===== config.mk =====
export PLATFORM = sky130hd
export DESIGN_NAME = control_unit
export DESIGN_NICKNAME = d
export VERILOG_FILES = /design/src/rtl/control_pkg.sv /design/src/rtl/control_unit_decode.sv /design/src/rtl/control_unit.sv
export SDC_FILE = /design/constraint.sdc
export NUM_CORES = 1
export LEC_CHECK = 0
export ABC_CLOCK_PERIOD_IN_PS = 1500
export BUFFER_PORTS_ARGS = -buffer_cell sky130_fd_sc_hd__buf_4
export CORE_MARGIN = 8
export CORE_UTILIZATION = 38
export DETAILED_ROUTE_END_ITERATION = 10
export PLACE_DENSITY = 0.77
export SYNTH_ARGS = -nofsm -noshare
export SYNTH_HDL_FRONTEND = slang
export SYNTH_HIERARCHICAL = 1
export SYNTH_SLANG_ARGS = --single-unit
export TNS_END_PERCENT = 1

===== constraint.sdc =====
create_clock -name clk -period 1.5 [get_ports clk]
set_clock_uncertainty 0.2 [all_clocks]
set_input_delay 0.225 -clock clk [delete_from_list [all_inputs] [get_ports clk]]
set_output_delay 0.225 -clock clk [all_outputs]
set_load 0.05 [all_outputs]

===== src/rtl/control_pkg.sv =====
// Shared types and constants for the hardwired control sequencer:
// opcodes, ALU codes, T-state encoding and the packed control-signal bundle.
package control_pkg;

  localparam int OPC_W = 5;
  localparam int ALU_W = 5;

  localparam logic [OPC_W-1:0] OPC_LD   = 5'b00000;
  localparam logic [OPC_W-1:0] OPC_LDI  = 5'b00001;
  localparam logic [OPC_W-1:0] OPC_ST   = 5'b00010;
  localparam logic [OPC_W-1:0] OPC_ADDI = 5'b00011;
  localparam logic [OPC_W-1:0] OPC_ANDI = 5'b00101;
  localparam logic [OPC_W-1:0] OPC_ORI  = 5'b00110;
  localparam logic [OPC_W-1:0] OPC_BR   = 5'b10010;
  localparam logic [OPC_W-1:0] OPC_JR   = 5'b10011;
  localparam logic [OPC_W-1:0] OPC_NOP  = 5'b11010;
  localparam logic [OPC_W-1:0] OPC_HALT = 5'b11011;

  localparam logic [ALU_W-1:0] ALU_ADD = 5'b00001;
  localparam logic [ALU_W-1:0] ALU_SUB = 5'b00010;
  localparam logic [ALU_W-1:0] ALU_AND = 5'b00011;
  localparam logic [ALU_W-1:0] ALU_OR  = 5'b00100;

  typedef enum logic [3:0] {
    RST_S,
    T0, T1, T2, T3, T4, T5, T6, T7,
    HALT_S
  } state_t;

  typedef struct packed {
    logic             pc_enable;
    logic             pc_increment_enable;
    logic             ir_enable;
    logic             y_enable;
    logic             z_enable;
    logic             mar_enable;
    logic             mdr_enable;
    logic             r_enable;
    logic             con_enable;
    logic             read;
    logic             write;
    logic             gra;
    logic             grb;
    logic             baout;
    logic             pc_select;
    logic             z_lo_select;
    logic             mdr_select;
    logic             c_select;
    logic             r_select;
    logic [ALU_W-1:0] alu_instruction;
    logic             run;
  } ctrl_t;

  // Opcodes that continue past fetch into T3; NOP, HALT and unknown codes do not.
  function automatic logic has_exec(input logic [OPC_W-1:0] opc);
    case (opc)
      OPC_LD, OPC_LDI, OPC_ST, OPC_ADDI, OPC_ANDI, OPC_ORI, OPC_BR, OPC_JR: has_exec = 1'b1;
      default:                                                              has_exec = 1'b0;
    endcase
  endfunction

  // Register-writing immediate forms finish at T5.
  function automatic logic ends_at_t5(input logic [OPC_W-1:0] opc);
    case (opc)
      OPC_LDI, OPC_ADDI, OPC_ANDI, OPC_ORI: ends_at_t5 = 1'b1;
      default:                              ends_at_t5 = 1'b0;
    endcase
  endfunction

endpackage


===== src/rtl/control_unit_decode.sv =====
// Combinational Moore decode: (T-state, opcode, CON flag) -> full control-signal bundle.
module control_unit_decode
  import control_pkg::*;
(
  input  state_t           state,
  input  logic [OPC_W-1:0] opcode,
  input  logic             con_output,
  output ctrl_t            ctrl
);

  always_comb begin
    ctrl     = '0;
    ctrl.run = (state != RST_S) && (state != HALT_S);
    case (state)
      T0: begin
        ctrl.pc_select  = 1'b1;
        ctrl.mar_enable = 1'b1;
      end
      T1: begin
        ctrl.pc_increment_enable = 1'b1;
        ctrl.read                = 1'b1;
        ctrl.mdr_enable          = 1'b1;
      end
      T2: begin
        ctrl.mdr_select = 1'b1;
        ctrl.ir_enable  = 1'b1;
      end
      T3: begin
        case (opcode)
          OPC_LDI, OPC_LD, OPC_ST: begin
            ctrl.grb      = 1'b1;
            ctrl.baout    = 1'b1;
            ctrl.y_enable = 1'b1;
          end
          OPC_ADDI, OPC_ANDI, OPC_ORI: begin
            ctrl.grb      = 1'b1;
            ctrl.r_select = 1'b1;
            ctrl.y_enable = 1'b1;
          end
          OPC_BR: begin
            ctrl.gra        = 1'b1;
            ctrl.r_select   = 1'b1;
            ctrl.con_enable = 1'b1;
          end
          OPC_JR: begin
            ctrl.gra       = 1'b1;
            ctrl.r_select  = 1'b1;
            ctrl.pc_enable = 1'b1;
          end
          default: ;
        endcase
      end
      T4: begin
        case (opcode)
          OPC_LDI, OPC_LD, OPC_ST, OPC_ADDI, OPC_ANDI, OPC_ORI: begin
            ctrl.c_select = 1'b1;
            ctrl.z_enable = 1'b1;
            if (opcode == OPC_ANDI)     ctrl.alu_instruction = ALU_AND;
            else if (opcode == OPC_ORI) ctrl.alu_instruction = ALU_OR;
            else                        ctrl.alu_instruction = ALU_ADD;
          end
          OPC_BR: begin
            ctrl.pc_select = 1'b1;
            ctrl.y_enable  = 1'b1;
          end
          default: ;
        endcase
      end
      T5: begin
        case (opcode)
          OPC_LDI, OPC_ADDI, OPC_ANDI, OPC_ORI: begin
            ctrl.z_lo_select = 1'b1;
            ctrl.gra         = 1'b1;
            ctrl.r_enable    = 1'b1;
          end
          OPC_LD, OPC_ST: begin
            ctrl.z_lo_select = 1'b1;
            ctrl.mar_enable  = 1'b1;
          end
          OPC_BR: begin
            ctrl.c_select        = 1'b1;
            ctrl.alu_instruction = ALU_ADD;
            ctrl.z_enable        = 1'b1;
          end
          default: ;
        endcase
      end
      T6: begin
        case (opcode)
          OPC_LD: begin
            ctrl.read       = 1'b1;
            ctrl.mdr_enable = 1'b1;
          end
          OPC_ST: begin
            ctrl.gra        = 1'b1;
            ctrl.r_select   = 1'b1;
            ctrl.mdr_enable = 1'b1;
          end
          OPC_BR: begin
            // Branch target only reaches PC when the latched condition holds.
            ctrl.z_lo_select = con_output;
            ctrl.pc_enable   = con_output;
          end
          default: ;
        endcase
      end
      T7: begin
        case (opcode)
          OPC_LD: begin
            ctrl.mdr_select = 1'b1;
            ctrl.gra        = 1'b1;
            ctrl.r_enable   = 1'b1;
          end
          OPC_ST: ctrl.write = 1'b1;
          default: ;
        endcase
      end
      default: ;
    endcase
  end

endmodule


===== src/rtl/control_unit.sv =====
// Hardwired control sequencer: T-state register and next-state logic; outputs come
// from control_unit_decode as a pure function of the registered state.
module control_unit
  import control_pkg::*;
(
  input  logic             clk,
  input  logic             reset_n,
  input  logic [31:0]      IR_Data,
  input  logic             con_output,
  output logic             PC_enable,
  output logic             PC_increment_enable,
  output logic             IR_enable,
  output logic             Y_enable,
  output logic             Z_enable,
  output logic             MAR_enable,
  output logic             MDR_enable,
  output logic             r_enable,
  output logic             con_enable,
  output logic             read,
  output logic             write,
  output logic             Gra,
  output logic             Grb,
  output logic             BAout,
  output logic             PC_select,
  output logic             Z_LO_select,
  output logic             MDR_select,
  output logic             c_select,
  output logic             r_select,
  output logic [ALU_W-1:0] alu_instruction,
  output logic             run
);

  state_t           state_q, state_d;
  logic [OPC_W-1:0] opcode;
  ctrl_t            ctrl;
  logic             ir_operand_unused;

  assign opcode            = IR_Data[31:27];
  assign ir_operand_unused = ^IR_Data[26:0];

  always_ff @(posedge clk or negedge reset_n) begin
    if (!reset_n) state_q <= RST_S;
    else          state_q <= state_d;
  end

  always_comb begin
    state_d = state_q;
    case (state_q)
      RST_S: state_d = T0;
      T0:    state_d = T1;
      T1:    state_d = T2;
      T2: begin
        if (opcode == OPC_HALT)  state_d = HALT_S;
        else if (has_exec(opcode)) state_d = T3;
        else                     state_d = T0;
      end
      T3:     state_d = (opcode == OPC_JR) ? T0 : T4;
      T4:     state_d = T5;
      T5:     state_d = ends_at_t5(opcode) ? T0 : T6;
      T6:     state_d = (opcode == OPC_BR) ? T0 : T7;
      T7:     state_d = T0;
      HALT_S: state_d = HALT_S;
      default: state_d = RST_S;
    endcase
  end

  control_unit_decode u_decode (
    .state      (state_q),
    .opcode     (opcode),
    .con_output (con_output),
    .ctrl       (ctrl)
  );

  assign PC_enable           = ctrl.pc_enable;
  assign PC_increment_enable = ctrl.pc_increment_enable;
  assign IR_enable           = ctrl.ir_enable;
  assign Y_enable            = ctrl.y_enable;
  assign Z_enable            = ctrl.z_enable;
  assign MAR_enable          = ctrl.mar_enable;
  assign MDR_enable          = ctrl.mdr_enable;
  assign r_enable            = ctrl.r_enable;
  assign con_enable          = ctrl.con_enable;
  assign read                = ctrl.read;
  assign write               = ctrl.write;
  assign Gra                 = ctrl.gra;
  assign Grb                 = ctrl.grb;
  assign BAout               = ctrl.baout;
  assign PC_select           = ctrl.pc_select;
  assign Z_LO_select         = ctrl.z_lo_select;
  assign MDR_select          = ctrl.mdr_select;
  assign c_select            = ctrl.c_select;
  assign r_select            = ctrl.r_select;
  assign alu_instruction     = ctrl.alu_instruction;
  assign run                 = ctrl.run;

endmodule

Yosys cells after proc, flatten, opt, wreduce, memory -nomap -nowiden
Memories as Yosys holds them, arrays and structs flattened.
Cells that the tools add are included.
{"block": "word_totals", "memories": 1, "regBits": 4, "output_inout_bits": 25, "wordCells": 73, "romBits": 32, "inputBits": 35}
{"name": "(no name shown)", "depth": 32, "width": 1, "rd": 1, "rd_ports_with_merged_regs": 0, "write_ports": 0, "line": "control_pkg.sv:56", "text": "case (opc)"}
{"block": "op_classes", "reduce_logical": 11, "mux": 42, "eq_ne": 18}
{"operator": "$pmux 4 s9", "n": 1}
{"operator": "$pmux 1 s2", "n": 11}
{"operator": "$mux 1", "n": 19}
{"operator": "$eq 4x3->1 const B", "n": 4}
{"operator": "$eq 5x5->1 const B", "n": 3}
{"operator": "$mux 3", "n": 5}
{"operator": "$eq 5x2->1 const B", "n": 2}
{"operator": "$eq 5x3->1 const B", "n": 2}
{"operator": "$pmux 5 s2", "n": 1}
{"operator": "$eq 4x2->1 const B", "n": 2}
{"operator": "$eq 4x4->1 const B", "n": 2}
{"operator": "$mux 4", "n": 2}
{"operator": "$reduce_or 2->1", "n": 3}
{"operator": "$reduce_or 6->1", "n": 1}
{"operator": "$eq 5x1->1 const B", "n": 1}
{"operator": "$logic_not 5->1", "n": 1}
{"operator": "$mux 5", "n": 1}
{"operator": "$reduce_or 5->1", "n": 1}
{"operator": "$eq 4x1->1 const B", "n": 1}
{"operator": "$logic_not 4->1", "n": 1}
{"operator": "$ne 4x4->1 const B", "n": 1}
{"operator": "$pmux 1 s4", "n": 1}
{"operator": "$reduce_bool 4->1", "n": 1}
{"operator": "$reduce_or 4->1", "n": 1}
{"operator": "3 further kinds", "n": 3}

Depth between registers and ports, before layout
Gate-level depths: netlist of run 1.
{"block": "logic_depth", "word_depth": 6, "depth_mapped": 5, "ltp_nobuf": 5}

By module
The synthesis of run 1 kept the hierarchy.
{"module": "control_unit_decode", "n_inst": 1, "cells_per_inst": 79, "area_each_um2": 534.3, "seq_area_each_um2": 0.0}
{"module": "control_unit", "n_inst": 1, "cells_per_inst": 41, "area_each_um2": 352.8, "seq_area_each_um2": 100.1}

Worst setup path after synthesis of run 1
No wires, ideal clock.
{"block": "synth_path", "kind": "reg-to-output", "from": "register state_q[3]", "to": "output port Gra", "t_required_ps": 1075, "arrival_time_ps": 2290, "path_stages_with_launch": 4, "setup_slack_ps": -1215, "n_path_buf": 1, "cell_sequence": "dfrtp_1 > buf_6 > or4b_1 > o311ai_1"}
{"block": "synth_between", "elab_chain_cells": 2, "word_cells_on_any_way": 5, "classes_between": "4 x eq/ne; 1 x mux"}
{"element": "from (decl)", "line": "control_unit.sv:33", "text": "state_t state_q, state_d;"}
{"element": "from (signal assigned)", "line": "control_unit.sv:43", "text": "else state_q <= state_d;"}
{"element": "$eq 4x4->1 / $eq 4x3->1 (equally long branches)", "line": "control_unit_decode.sv:14", "text": "case (state)"}
{"element": "$pmux 1 s4 *", "line": "control_unit_decode.sv:14"}
{"element": "to (decl)", "line": "control_unit.sv:21", "text": "output logic Gra,"}
Mark *: on every way between the ends. The rest lies on a longest branch, timed or not.

Worst setup path in the final report of run 1
Same ends and word-level chain as after synthesis.

==> results by group, run 1 <==
Detailed routing
  • Post-DRT Antenna Nets: 0
  • Drt via density: 5.62
  • Top sig layer: met4
  • Met3 WL: 173 um
  • WL final: 3480 um
  • DRC: 0
  • Met2 routed WL: 1880 um
  • M1 wire length: 1370 um
  • Routed via count: 1191
  • Routed len/inst: 16.4 um
  • First-pass iteration count of the detailed router: 4
  • Initial DRC count: 54

Timing
  • Crit share post-route: 143%
  • Setup TNS: -11740 ps
  • Count of final setup violators: 24
  • Final hold vios: 0
  • RSZ-0062 raised after global routing: true
  • Highest Clock Rate: 466 MHz
  • Worst setup margin: -647 ps
  • Period minus WS final: 2150 ps
  • Slew Viols, Final: 0

Logic synthesis
  • Leading register cell type out of synthesis: dfrtp_1
  • Post-synth EDFFs: 0
  • Seq/Total Area, Yosys: 11.3%
  • Distinct cell type count after synthesis: 53
  • Yosys reg bits: 4
  • Avg Inst Size Synth: 7.39 um2
  • Ys async rst share: 100%
  • Synthesized cell area: 887 um2
  • Mapped Cells: 120
  • Synthesis warning total: 6

Floorplanning
  • Chip Height: 64.3 um
  • Rows: 17
  • Chip Width: 64.3 um
  • Initial Utilization: 40.1%
  • IO Pins: 60
  • Die area: 4140 um2
  • Core area: 2210 um2

Power
  • Worst VDD drop: 1220 uV
  • Internal power: 1.21 mW
  • Sw Ratio: 55.0%
  • Psw: 1.47 mW
  • Comb power frac: 83.7%
  • Reg power frac: 10.2%
  • Clock share of power: 6.1%
  • Leak: 0.711 nW
  • Pwr dens: 1530 nW/um2

Final layout
  • Sequential cell area: 105 um2
  • Antenna cells: 0
  • Register bank with the most flops: state_q
  • Post-route design area: 1750 um2
  • Fill cells: 137
  • Nets: 223
  • Biggest regs: state_q: 4 flops
  • Max reg flops: 4
  • Synth-to-Final Area Change: 97.2%
  • Layout cells sized above 1: 64.1%
  • Multi-input logic area: 945 um2

GRT
  • Initial antenna violation count: 0
  • Vias in the first global route: 1216
  • Overflow after GRT: 0
  • Total GRT Usage: 16.1%
  • First-pass GRT wire length: 5580 um
  • Largest net degree at the start of global routing: 10

Place
  • DP HPWL: 2650 um
  • IO Port Bufs: 30
  • Final RePlAce weighted congestion: 0.853
  • Placed Area: 1580 um2

Clock network
  • CTS tree: yes
  • # H-tree levels: 1
  • Clock sink count: 4
  • Clock latency on the worst-skew pair: 250 ps
  • Num CTS Buffers: 3
  • Clock Tree Buf Depth: 2
  • Post-CTS Repair Setup Buffers: 0
  • CTS root buf: clkbuf_4
  • Clock transition at path regs: 50 ps

Setup path
  • WS Path Type: flip-flop to primary output
  • Cell Chain, Critical Path: or4b_4, o311ai_4, buf_6
  • WP data arrival: 1720 ps
  • Reg2reg start: state_q[2]
  • Critical Path Max Stage Delay: 540 ps
  • CP Launch Type: flip-flop
  • Crit path from: state_q[3]
  • Worst-path fanout max: 6
  • Worst endpoint required time: 1070 ps
  • Worst path slowest cell: or4b_4
  • Crit. End Element: primary output

Min path
  • Hold WC Path Type: primary input to async pin

Flow run
  • Max-Cap Viols: 0

Outcome
  • Failing checks: negative setup slack
  • Status: complete, but fails checks
placed cells by master (no fill, tap or decap), drive strengths merged, types with 2 or more instances in the layout:
cell     n
nand2b   6
nor4b    3
conb     2
o31ai    3
dfrtp    4
or4      2
clkbuf   4
or3      2
ha       3
nor3     3
or3b     2
nand3    3
nor2b    2
o21ai    2
a21oi    5
o311ai   2
a31oi    2
a211oi   4
nand3b   3
buf     70
nand4    3
inv      7
a311o    2
nor2    10
nand4b   3
xor2     3
nand2    9
power groups by stage:
stage,Sequential [mW],Combinational (mW),Clock [mW]
after floorplan,0.246,1.35,0
after global routing,0.286,2.35,0.167
after global placement,0.245,1.96,0
final,0.273,2.24,0.164
after detailed placement,0.248,2.01,0
after CTS,0.252,2.17,0.157
synth_stat cells (4+ instances only):
library cell   n  area [um2]
nor2_1        10        37.5
nand2_1        9        33.8
inv_1          7        26.3
nand2b_1       6        37.5
a21oi_1        5        25.0
buf_2          4        20.0
dfrtp_1        4         100
through the flow:
step                worst slack [ps]  total power, mW  cells  hold slack (ps)  util [%]
global route                    -673             2.80    212              133      79.1
CTS                             -647             2.58    212              117      77.3
detailed placement              -446             2.26    207             -177      71.4
floorplan                       -546             1.60    121             -271         -
finish                          -647             2.68    212              110      79.1
global placement                -397             2.20    207             -179      71.4
worst paths after layout:
check                        endpoint  slack, ps  cells after the start
max in group asynchronous  state_q[2]        880                      2
max reg2reg                state_q[0]       -140                      4
min reg2reg                state_q[1]        490                      2
max                               Gra       -650                      3
min in group clk           state_q[1]        330                      4
min                        state_q[1]        110                      2
worst max-delay path, delay by kind of cell, from the launching register on:
family	cells	cell delay, ps
DFF	1	440
AOI/OAI and AO/OA	1	300
buffers and inverters	1	190
and+or+nand+nor	1	540
cell families after synthesis:
group | after synthesis | share of synthesized area [%]
flops | 4 | 11.3
fa+ha+maj | 3 | 4.23
other cells | 1 | 0.423
xor+xnor | 4 | 3.95
compound gates | 28 | 23.6
simple gates | 60 | 43.9
mux | 1 | 1.13
buf+inv | 19 | 11.6
layout make-up:
type | instances | area share (%)
Timing Repair Buffer | 71 | 35.0
Clock buffer | 4 | 1.50
Sequential cell | 4 | 6.01
Multi-Input combinational cell | 98 | 54.0
Inverter | 7 | 1.50
Tap cell | 28 | 2.00
metal layers:
metal | vias to the layer above | track usage, %
met1 | 569 | 17.0
met2 | 40 | 30.6
met4 | 0 | 5.99
li1 | 573 | -
met3 | 9 | 2.79
met5 | - | 0
repair_timing:
item	in CTS	in global routing
gates resized for setup	24	10
endpoints found under the hold margin	4	0
pin swaps	0	3
setup endpoints to repair	26	26
hold buffers	1	0
No activity file was read; power rests on OpenSTA's default activity.
==> run 2, diff against run 1 <==
SKIP_LAST_GASP = 1   (was default)
==> results by group, run 2 (synthesis results as in run 1) <==
GRT
  • Total GRT Usage: 15.4%
  • Vias in the first global route: 1217
  • Initial antenna violation count: 0
  • Overflow after GRT: 0
  • First-pass GRT wire length: 5410 um
  • Largest net degree at the start of global routing: 10

Final layout
  • Layout cells sized above 1: 58.7%
  • Commonest cells after routing, fill and taps aside: buf_4, nand2_1, inv_1
  • Antenna cells: 0
  • Commonest non-fill, non-tap cell in the layout: buf_4
  • Nets: 223
  • Final non-filler cell total: 212
  • Register bank with the most flops: state_q
  • Max reg flops: 4
  • Synth-to-Final Area Change: 84.2%
  • Biggest regs: state_q: 4 flops

Detailed routing
  • WL final: 3220 um
  • Routed len/inst: 15.2 um
  • Drt via density: 5.58
  • Initial DRC count: 52
  • Routed via count: 1184
  • First-pass iteration count of the detailed router: 4
  • DRC: 0
  • Post-DRT Antenna Nets: 0

Power
  • Sw Ratio: 56.0%
  • Leak: 0.689 nW
  • Internal power: 1.08 mW
  • Reg power frac: 10.7%
  • Pwr dens: 1500 nW/um2
  • Comb power frac: 83.0%
  • Worst VDD drop: 1180 uV
  • Psw: 1.37 mW
  • Clock share of power: 6.3%

Timing
  • Worst-margin pin slew: 671 ps
  • Crit share post-route: 143%
  • RSZ-0062 raised after global routing: true
  • Worst setup margin: -640 ps
  • Period minus WS final: 2140 ps
  • Relative slew slack: 54.1%
  • Hold WS: 115 ps
  • Highest Clock Rate: 467 MHz
  • Count of final setup violators: 26
  • Slew Viols, Final: 0
  • Final hold vios: 0

Clock network
  • CTS root buf: clkbuf_4
  • CTS tree: yes
  • Num CTS Buffers: 3
  • Post-CTS Repair Setup Buffers: 0
  • # H-tree levels: 1
  • Clock latency on the worst-skew pair: 240 ps
  • Clock sink count: 4
  • Clock Tree Buf Depth: 2
  • Clock transition at path regs: 50 ps

Setup path
  • Crit. End Element: primary output
  • Critical Path Max Stage Delay: 540 ps
  • WP data arrival: 1710 ps
  • Cell Chain, Critical Path: or4b_4, o311ai_4, buf_6
  • WS Path Type: flip-flop to primary output
  • Worst Path Buf+Inv: 1
  • CP Launch Type: flip-flop
  • Largest delay share family, worst path: simple AND/OR/NAND/NOR gates
  • Worst-path fanout max: 6
  • Worst endpoint required time: 1070 ps
  • Worst path slowest cell: or4b_4

Place
  • Final RePlAce weighted congestion: 0.853
  • Inst Count DP: 207
  • DP HPWL: 2650 um
  • IO Port Bufs: 30

Floorplanning
  • Chip Height: 64.3 um
  • Rows: 17
  • Core area: 2210 um2
  • Die area: 4140 um2
  • Initial Utilization: 40.1%
  • Chip Width: 64.3 um
  • IO Pins: 60

Outcome
  • Status: complete, but fails checks
  • Failing checks: negative setup slack

Min path
  • Hold WC Path Type: primary input to async pin

Flow run
  • Max-Cap Viols: 0
run 2: cell types whose count changed in the layout (fill, tap and decap cells not counted), moves of 2 or more:
cell | previous run | this run
nand2_2 | 3 | 1
nand2b_1 | 3 | 5
nand2_1 | 6 | 8
buf_6 | 17 | 2
buf_4 | 52 | 67
nand2b_4 | 2 | 0
run 2: path summary, 6_finish.rpt:
path,end,from,cells past startpoint,slack [ps]
worst max-delay path,Gra,state_q[3],3,-640
worst min-delay path,state_q[1],reset_n,2,120
worst max register to register,state_q[1],state_q[1],4,-280
worst min register to register,state_q[1],state_q[3],2,480
max in group asynchronous,state_q[2],reset_n,2,860
min in group clk,state_q[2],IR_Data[31],4,340
run 2: timing repair:
item / in CTS / in global routing
setup endpoints to repair: 26 / 27
resized for setup: 2 / 4
endpoints found under the hold margin: 4 / 0
hold buffers: 1 / 0
gates cloned: 0 / 0
run 2: metrics by stage:
step	power, mW	setup TNS (ps)	util (%)	worst slack, ps	cell area [um2]
finish	2.45	-12200	73.9	-640	1630
global route	2.59	-13900	73.9	-669	1630
CTS	2.43	-12760	73.3	-647	1620
detailed placement	2.26	-8030	71.4	-446	1580
global placement	2.20	-7370	71.4	-397	1580
floorplan	1.60	-9470	-	-546	1100
run 2: area by class of cell:
type | count | area [um2]
inverter | 7 | 26.3
fill | 175 | 578
sequential | 4 | 105
multi-input combinational | 98 | 886
clock buffer | 4 | 26.3
timing repair buffer | 71 | 556
tap | 28 | 35.0
run 2: power by group through the flow:
stage                     clock [mW]  sequential [mW]  combinational [mW]
after global routing           0.163            0.277                2.15
after CTS                      0.157            0.249                2.02
after floorplan                    0            0.246                1.35
final                          0.155            0.262                2.03
after global placement             0            0.245                1.96
after detailed placement           0            0.248                2.01
run 2: layer usage:
| layer | vias to the layer above | global-route usage, % | share of wire [%] |
|---|---|---|---|
| met1 | 564 | 16.2 | 41 |
| met5 | - | 0 | 0 |
| met2 | 42 | 28.1 | 51 |
| li1 | 570 | - | - |
| met4 | 0 | 7.90 | 2.0 |
| met3 | 8 | 3.14 | 5.6 |
==> run 3, diff against run 2 <==
CTS_BUF_LIST = sky130_fd_sc_hd__clkbuf_16   (was default)
==> results by group, run 3 (synthesis results as in run 1) <==
Final layout
  • Synth-to-Final Area Change: 90.1%
  • Layout cells sized above 1: 58.7%
  • Commonest cells after routing, fill and taps aside: buf_4, inv_1, nand2_1
  • Register bank with the most flops: state_q
  • Fill cells: 152
  • Antenna cells: 0
  • Biggest regs: state_q: 4 flops
  • Max reg flops: 4
  • Post-route design area: 1690 um2
  • Commonest non-fill, non-tap cell in the layout: buf_4
  • Nets: 223

Floorplanning
  • Core area: 2210 um2
  • Chip Width: 64.3 um
  • Die area: 4140 um2
  • IO Pins: 60
  • Rows: 17
  • Chip Height: 64.3 um
  • Initial Utilization: 40.1%

Setup path
  • Reg2reg end: state_q[1]
  • Reg2reg start: state_q[1]
  • Worst endpoint required time: 1070 ps
  • CP Launch Type: flip-flop
  • WP data arrival: 1700 ps
  • Cell Chain, Critical Path: or4b_4, o311ai_4, buf_6
  • Worst path slowest cell: or4b_4
  • R2R setup slack: -330 ps
  • Crit. End Element: primary output
  • WS Path Type: flip-flop to primary output
  • Largest delay share family, worst path: simple AND/OR/NAND/NOR gates
  • Critical Path Max Stage Delay: 540 ps
  • Worst Path Buf+Inv: 1
  • Worst Reg2Reg Path Length in Cells: 4
  • Worst-path fanout max: 6

GRT
  • Overflow after GRT: 0
  • Initial antenna violation count: 0
  • First-pass GRT wire length: 5800 um
  • Total GRT Usage: 16.8%
  • Largest net degree at the start of global routing: 10
  • Vias in the first global route: 1265

Power
  • Leak: 0.716 nW
  • Psw: 1.44 mW
  • Worst VDD drop: 1180 uV
  • Clock share of power: 15.7%
  • Pwr dens: 1640 nW/um2
  • Comb power frac: 74.7%
  • Internal power: 1.32 mW
  • Reg power frac: 9.6%
  • Sw Ratio: 52.1%

Place
  • Placed Area: 1580 um2
  • DP Worst Slack: -446 ps
  • DP HPWL: 2650 um
  • Final RePlAce weighted congestion: 0.853
  • IO Port Bufs: 30

Clock network
  • # H-tree levels: 1
  • CTS root buf: clkbuf_16
  • Num CTS Buffers: 3
  • Clock Tree Buf Depth: 2
  • Clock transition at path regs: 30 ps
  • Clock latency on the worst-skew pair: 230 ps
  • CTS tree: yes
  • Clock sink count: 4

Flow run
  • Max-Cap Viols: 0

Detailed routing
  • DRC: 0
  • Drt via density: 5.72
  • Routed via count: 1212
  • Post-DRT Antenna Nets: 0
  • First-pass iteration count of the detailed router: 4
  • WL final: 3410 um
  • Initial DRC count: 65
  • Routed len/inst: 16.1 um

Outcome
  • Status: complete, but fails checks
  • Failing checks: negative setup slack

Timing
  • Highest Clock Rate: 471 MHz
  • Worst-margin pin slew: 696 ps
  • Crit share post-route: 142%
  • Relative slew slack: 52.4%
  • RSZ-0062 raised after global routing: true
  • Slew Viols, Final: 0
  • Final hold vios: 0
  • Setup TNS: -12210 ps
  • Count of final setup violators: 26
  • Worst setup margin: -624 ps
  • Period minus WS final: 2120 ps

Min path
  • Hold WC Path Type: primary input to async pin
run 3: changes by cell type in the layout (fill, tap and decap cells not counted), sizes merged:
cell	delta
inv	+1
clkbuf	-1
run 3: area by class of cell:
class | instances | area (um2) | area share [%]
well taps | 28 | 35.0 | 2.08
repair buffers | 71 | 556 | 32.9
clock buffers | 3 | 75.1 | 4.45
multi-input cells | 98 | 886 | 52.5
inverters | 7 | 26.3 | 1.56
flip-flops and latches | 4 | 105 | 6.23
clock inverters | 1 | 3.75 | 0.223
run 3: power groups by stage:
| stage | sequential, mW | clock, mW | combinational [mW] |
|---|---|---|---|
| 5_1_grt | 0.277 | 0.445 | 2.18 |
| 2_1_floorplan | 0.246 | 0 | 1.35 |
| 3_5_place_dp | 0.248 | 0 | 2.01 |
| 3_3_place_gp | 0.245 | 0 | 1.96 |
| 4_1_cts | 0.249 | 0.438 | 2.05 |
| 6_report | 0.266 | 0.434 | 2.06 |
run 3: worst register-to-register path, cell delays in order (launching register included):
cell and delay (ps):
dfrtp_2 430, buf_4 180, nand2_1 90, a2111oi_0 650
nor3_1 120
run 3: how the worst max path moves through the flow:
| stage | endpoint | slack, ps | start | depth (start not counted) |
|---|---|---|---|---|
| after global placement | Gra | -400 | state_q[3] | 3 |
| after detailed placement | state_q[1] | -450 | IR_Data[27] | 7 |
| final | Gra | -620 | state_q[3] | 3 |
| after floorplan | Gra | -550 | state_q[3] | 3 |
| after global routing | Gra | -650 | state_q[3] | 3 |
| after CTS | Gra | -630 | state_q[3] | 3 |
run 3: through the flow:
stage	util, %	power (mW)	hold WS, ps	std cells
2_1_floorplan	-	1.60	-271	121
3_3_place_gp	71.4	2.20	-179	207
3_5_place_dp	71.4	2.26	-177	207
4_1_cts	75.7	2.74	132	212
5_1_grt	76.2	2.90	163	212
6_report	76.2	2.76	129	212
run 3: repair_timing:
item | 4_1_cts | 5_1_grt
cloned | 0 | 0
setup buffers | 0 | 0
endpoints found under the setup margin | 26 | 27
hold buffers | 1 | 0
gates resized for setup | 2 | 4
endpoints found under the hold margin | 4 | 0
run 3: per-layer routing:
metal	part of all wire [%]	GRT usage, %	wire length, um	vias up
met1	38	17.8	1310	574
li1	-	-	-	569
met5	0	0	0	-
met4	2.7	8.99	91	0
met2	52	29.9	1760	59
met3	7.4	4.01	253	10
